## src/rtl/qdr_rd_arbiter.sv

```systemverilog
// qdr_rd_arbiter: shares one QDR-II read port between NUM_REQ replay engines.
// Round-robin command arbitration gated by calibration, memory backpressure and
// the outstanding-command cap, plus an in-order tag FIFO that steers returned
// read beats back to the requester that issued the command.
// Optional build macro: QDR_RD_ARB_STATS_EN (per-requester grant counters).
module qdr_rd_arbiter #(
  parameter int NUM_REQ          = 4,
  parameter int MEM_ADDR_WIDTH   = 19,
  parameter int MEM_DATA_WIDTH   = 36,
  parameter int MEM_BURST_LENGTH = 2,
  parameter int TAG_FIFO_DEPTH   = 32
) (
  input  logic                                clk,
  input  logic                                rst_n,
  input  logic                                sw_rst,
  input  logic                                cal_done,
  input  logic [NUM_REQ-1:0]                  req_en,
  input  logic [NUM_REQ-1:0]                  req_r_n,
  input  logic [NUM_REQ*MEM_ADDR_WIDTH-1:0]   req_ad_rd,
  output logic [NUM_REQ-1:0]                  req_rd_full,
  output logic [NUM_REQ-1:0]                  req_qr_valid,
  output logic [2*MEM_DATA_WIDTH-1:0]         req_qr_data,
  output logic                                mem_r_n,
  output logic [MEM_ADDR_WIDTH-1:0]           mem_ad_rd,
  input  logic                                mem_rd_full,
  input  logic                                mem_qr_valid,
  input  logic [MEM_DATA_WIDTH-1:0]           mem_qrl,
  input  logic [MEM_DATA_WIDTH-1:0]           mem_qrh,
  output logic [$clog2(TAG_FIFO_DEPTH):0]     inflight,
  output logic                                rd_err,
  output logic [NUM_REQ*32-1:0]               grant_count
);

  localparam int PTR_W = $clog2(TAG_FIFO_DEPTH);
  localparam int CNT_W = PTR_W + 1;
  localparam int REQ_W = $clog2(NUM_REQ);
  localparam int BEATS = MEM_BURST_LENGTH / 2;

  // Registered state
  logic                        cal_done_reg;
  logic [REQ_W-1:0]            rr_ptr_reg;
  logic                        gap_reg;
  logic                        mem_r_n_reg;
  logic [MEM_ADDR_WIDTH-1:0]   mem_ad_rd_reg;
  logic [NUM_REQ-1:0]          req_qr_valid_reg;
  logic [2*MEM_DATA_WIDTH-1:0] req_qr_data_reg;
  logic                        rd_err_reg;
  logic [CNT_W-1:0]            inflight_reg;
  logic [PTR_W-1:0]            wr_ptr_reg;
  logic [PTR_W-1:0]            rd_ptr_reg;
  logic [1:0]                  beat_cnt_reg;
  logic [REQ_W-1:0]            tag_mem [TAG_FIFO_DEPTH];

  // Combinational decode
  logic [NUM_REQ-1:0]          cand;
  logic [MEM_ADDR_WIDTH-1:0]   req_addr [NUM_REQ];
  logic [REQ_W-1:0]            winner;
  logic                        cand_hit;
  logic                        grant_ok;
  logic                        grant;
  logic [REQ_W-1:0]            rr_ptr_next;
  logic                        fifo_empty;
  logic [REQ_W-1:0]            head_tag;
  logic                        beat_ok;
  logic                        pop;

  // Per-requester candidate bit and address slice
  generate
    for (genvar gi = 0; gi < NUM_REQ; gi++) begin : g_req
      assign cand[gi]     = ~req_r_n[gi] & req_en[gi];
      assign req_addr[gi] = req_ad_rd[gi*MEM_ADDR_WIDTH +: MEM_ADDR_WIDTH];
    end
  endgenerate

  // Round-robin search: walk offsets from far to near so the nearest
  // candidate at or after the pointer wins.
  always_comb begin
    winner   = '0;
    cand_hit = 1'b0;
    for (int k = NUM_REQ - 1; k >= 0; k--) begin
      if (cand[(int'(rr_ptr_reg) + k) % NUM_REQ]) begin
        cand_hit = 1'b1;
        winner   = REQ_W'((int'(rr_ptr_reg) + k) % NUM_REQ);
      end
    end
  end

  // The cap compares the registered count, so a same-cycle pop never lets
  // occupancy exceed DEPTH-1.
  assign grant_ok = cal_done_reg & ~mem_rd_full & ~sw_rst & ~gap_reg &
                    (inflight_reg <= CNT_W'(TAG_FIFO_DEPTH - 2));
  assign grant    = cand_hit & grant_ok;

  assign req_rd_full = grant ? ~(NUM_REQ'(1) << winner) : '1;
  assign rr_ptr_next = (winner == REQ_W'(NUM_REQ - 1)) ? '0 : winner + REQ_W'(1);

  // Return path: tag FIFO head is read asynchronously (small LUT memory) so
  // the beat can be routed in the cycle after it arrives.
  assign fifo_empty = (inflight_reg == '0);
  assign head_tag   = tag_mem[rd_ptr_reg];
  assign beat_ok    = mem_qr_valid & ~fifo_empty;
  assign pop        = beat_ok & (beat_cnt_reg == 2'(BEATS - 1));

  // Tag storage: write the winner index on every grant (no reset needed)
  always_ff @(posedge clk) begin
    if (grant) tag_mem[wr_ptr_reg] <= winner;
  end

  // Arbitration, command issue, tag FIFO pointers and return routing
  always_ff @(posedge clk or negedge rst_n) begin
    if (!rst_n) begin
      cal_done_reg     <= 1'b0;
      rr_ptr_reg       <= '0;
      gap_reg          <= 1'b0;
      mem_r_n_reg      <= 1'b1;
      mem_ad_rd_reg    <= '0;
      req_qr_valid_reg <= '0;
      req_qr_data_reg  <= '0;
      rd_err_reg       <= 1'b0;
      inflight_reg     <= '0;
      wr_ptr_reg       <= '0;
      rd_ptr_reg       <= '0;
      beat_cnt_reg     <= '0;
    end else if (sw_rst) begin
      cal_done_reg     <= 1'b0;
      rr_ptr_reg       <= '0;
      gap_reg          <= 1'b0;
      mem_r_n_reg      <= 1'b1;
      mem_ad_rd_reg    <= '0;
      req_qr_valid_reg <= '0;
      req_qr_data_reg  <= '0;
      rd_err_reg       <= 1'b0;
      inflight_reg     <= '0;
      wr_ptr_reg       <= '0;
      rd_ptr_reg       <= '0;
      beat_cnt_reg     <= '0;
    end else begin
      cal_done_reg <= cal_done;
      // BL4 commands occupy two address-bus cycles: force a gap after each grant
      gap_reg      <= (MEM_BURST_LENGTH == 4) ? grant : 1'b0;
      mem_r_n_reg  <= ~grant;
      if (grant) begin
        mem_ad_rd_reg <= req_addr[winner];
        rr_ptr_reg    <= rr_ptr_next;
        wr_ptr_reg    <= wr_ptr_reg + PTR_W'(1);
      end

      if (beat_ok) begin
        req_qr_valid_reg <= NUM_REQ'(1) << head_tag;
        req_qr_data_reg  <= {mem_qrh, mem_qrl};
        beat_cnt_reg     <= pop ? 2'd0 : beat_cnt_reg + 2'd1;
      end else begin
        req_qr_valid_reg <= '0;
      end

      if (pop) rd_ptr_reg <= rd_ptr_reg + PTR_W'(1);

      // Beat with nothing outstanding: drop it and flag the error
      if (mem_qr_valid && fifo_empty) rd_err_reg <= 1'b1;

      case ({grant, pop})
        2'b10:   inflight_reg <= inflight_reg + CNT_W'(1);
        2'b01:   inflight_reg <= inflight_reg - CNT_W'(1);
        default: inflight_reg <= inflight_reg;
      endcase
    end
  end

  assign mem_r_n      = mem_r_n_reg;
  assign mem_ad_rd    = mem_ad_rd_reg;
  assign req_qr_valid = req_qr_valid_reg;
  assign req_qr_data  = req_qr_data_reg;
  assign rd_err       = rd_err_reg;
  assign inflight     = inflight_reg;

`ifdef QDR_RD_ARB_STATS_EN
  generate
    for (genvar gi = 0; gi < NUM_REQ; gi++) begin : g_stats
      logic [31:0] grant_cnt_reg;
      // Count accepted commands for requester gi; wraps naturally at 2^32
      always_ff @(posedge clk or negedge rst_n) begin
        if (!rst_n)                             grant_cnt_reg <= '0;
        else if (sw_rst)                        grant_cnt_reg <= '0;
        else if (grant && winner == REQ_W'(gi)) grant_cnt_reg <= grant_cnt_reg + 32'd1;
      end
      assign grant_count[gi*32 +: 32] = grant_cnt_reg;
    end
  endgenerate
`else
  assign grant_count = '0;
`endif

endmodule

```

## config.mk

```make
export PLATFORM = sky130hd
export DESIGN_NAME = qdr_rd_arbiter
export DESIGN_NICKNAME = d
export VERILOG_FILES = /design/src/rtl/qdr_rd_arbiter.sv
export SDC_FILE = /design/constraint.sdc
export NUM_CORES = 1
export LEC_CHECK = 0
export ABC_CLOCK_PERIOD_IN_PS = 10400
export CORE_ASPECT_RATIO = 1.25
export CORE_MARGIN = 8
export CORE_UTILIZATION = 46
export CTS_CLUSTER_DIAMETER = 40
export CTS_CLUSTER_SIZE = 16
export DETAILED_ROUTE_END_ITERATION = 12
export PLACE_DENSITY = 0.86
export SLEW_MARGIN = 30
export SYNTH_ARGS = -nofsm -noshare
export SYNTH_HDL_FRONTEND = slang
export SYNTH_SLANG_ARGS = --single-unit
```

## constraint.sdc

```tcl
create_clock -name clk -period 10.4 [get_ports clk]
set_input_delay 1.04 -clock clk [delete_from_list [all_inputs] [get_ports clk]]
set_output_delay 1.04 -clock clk [all_outputs]
set_load 0.05 [all_outputs]
```

==> metrics <==
Congestion Overflow GR 0; Fin Clk Skew 9.77 ps; commonest non-fill, non-tap cell in the layout clkdlybuf4s50_1; H-tree Lvls 4; fraction of layout cells with a size suffix above 1 4.80%; vias in the first global route 7,209; Tmin final 4940 ps; max layer used met4; Max Cap Viol 0; Netlist cell types 49; Seq/Total Area, Yosys 52.8%; RSZ-0062 raised after global routing false; Syn Std Cell Area 9230 sq um; pwr dens 197 nW/um^2; peak supply drop 0.000114 V; core outline area 19,900 sq um; Gates resized, CTS repair 0; commonest cells after routing, fill and taps aside clkdlybuf4s50_1 (266), nand2_1 (193), conb_1 (128), dfrtp_1 (117), a21oi_1 (82); Synth Warn # 0; post-layout util 61.2%; total CTS buffers 17; final setup fails 0; DRC viols 0; DR WL met2 13,800 um; max reg flops 72; WS Path Type primary input to output pin; vias per cell 5.07; CTS tree done; Mapped Cells 865; Area Growth Syn to Fin 31.8%; Lkg Pwr 4.98 nW; clock sinks 182; Worst-Margin Slew 956 ps; Top FF cell, synth dfrtp_1; Seq cells post-synth 182; Crit. End Element output pin; hold_buf cts 0; DR vias 7,073; Post-CTS Setup Inserts 0; initial antenna violation count 0; clock slew at reported path FFs 70 ps; First-pass DRT Iterations 5; Die Wd 143 um; I/O pins 397; num rows 58; slew margin rel. 36.3%; initial DRC count 637; half-perimeter wire length after placement 20,200 um; Max FO, Critical Path 37; routed wl met3 2660 um; Total Wirelength 27,200 um; final RePlAce weighted congestion 0.876; Net count, final 1,286; first-pass GRT wire length 40,500 um; EDFF count, synth 64; M1 WL 9890 um; f_max 202 MHz; WL/cell 19.5 um; Final period util 47.5%; Crit path arrival time 3900 ps; Starting Density 46.4%; Setup crit start kind primary input; status finished clean; root buffer cell clkbuf_16; Die Y 174 um; final hold vios 0; Tot GR Track Use 21.2%; clk_lat worst skew 430 ps; port buffer count 268; required time worst endpoint 9360 ps; asr flop ratio synth 64.8%; largest net degree at the start of global routing 77; Avg Inst Size Synth 10.7 sq um; Die Area 24,900 sq um; fin. max-slew vios 0; min-delay worst type register to register; antenna diode count 0; maximum clock path buffer count 2; antenna-violating nets left 0; Fin Setup TNS 0 ps
==> cells by family after synthesis <==
| kind of cell | after synthesis | share of synthesized area, % |
|---|---|---|
| buf+inv | 188 | 13.4 |
| mux | 63 | 10.2 |
| compound gates | 129 | 8.64 |
| xor+xnor | 9 | 0.854 |
| fa+ha+maj | 13 | 1.76 |
| simple gates | 280 | 12.3 |
| other cells | 1 | 0.0406 |
| flops | 182 | 52.8 |
==> through the flow <==
stage	area (sq um)	instances	setup slack (ps)	total power [mW]	hold slack (ps)
floorplan	9700	992	5380	1.54	470
global placement	11600	1362	5530	1.79	470
detailed placement	11600	1362	5440	1.81	476
CTS	12200	1394	5450	2.41	497
global route	12200	1394	5260	2.50	515
finish	12200	1394	5460	2.40	492
==> routing by layer <==
| layer | vias up | global-route usage, % |
|---|---|---|
| met1 | 3433 | 23.7 |
| met5 | - | 0 |
| li1 | 3204 | - |
| met2 | 379 | 36.4 |
| met4 | 0 | 10.2 |
| met3 | 57 | 5.98 |
==> synth_stat cells (2+ instances only) <==
cell	number	area share, %
a21o_1	2	0.16
a21oi_1	83	4.5
a22oi_1	3	0.24
and3_1	2	0.14
buf_2	4	0.22
buf_4	128	10
clkbuf_1	38	1.5
clkbuf_8	2	0.30
dfrtp_1	117	32
edfxtp_1	64	21
ha_1	13	1.8
inv_1	14	0.57
mux2i_1	41	4.4
mux4_1	15	4.3
mux4_2	5	1.2
nand2_1	194	7.9
nand3_1	2	0.11
nand3b_1	4	0.33
nand4_1	4	0.27
nor2_1	57	2.3
nor2b_1	5	0.34
nor3_1	5	0.27
o21a_1	2	0.16
o21ai_0	4	0.22
o21ai_1	2	0.11
o221ai_1	21	2.0
o31ai_1	3	0.24
or3_1	3	0.20
xnor2_1	3	0.28
xor2_1	6	0.57
==> worst max-delay path, stage by stage <==
cell	delay [ps]
clkdlybuf4s50_1	450
nor2b_1	400
a21oi_1	180
a211oi_4	240
buf_4	370
inv_1	120
ha_1	210
nand2_1	50
clkdlybuf4s50_1	820
==> final cells by class <==
| cell class | instances | area (sq um) |
|---|---|---|
| fill | 1536 | 7720 |
| clock inverter | 12 | 104 |
| sequential | 182 | 4880 |
| tap | 270 | 338 |
| multi-input combinational | 622 | 3630 |
| clock buffer | 20 | 437 |
| timing repair buffer | 274 | 2720 |
| inverter | 14 | 52.6 |
==> worst paths after layout <==
kind | cells after the start | from | to | slack (ps)
max | 9 | req_en[1] | req_rd_full[2] | 5460
min | 2 | mem_ad_rd[6] | mem_ad_rd[6] | 490
max reg2reg | 9 | inflight[0] | inflight[4] | 7110
min reg2reg | 2 | mem_ad_rd[6] | mem_ad_rd[6] | 490
max in group asynchronous | 2 | rst_n | req_qr_data[31] | 8390
min in group asynchronous | 1 | rst_n | req_qr_data[6] | 650
==> report_power, final <==
group	switching [mW]	internal, mW	total, mW
logic	0.611	0.297	0.908
registers	0.0772	0.813	0.890
clock network	0.271	0.329	0.600
total	0.959	1.44	2.40
No activity file was read; power rests on OpenSTA's default activity.
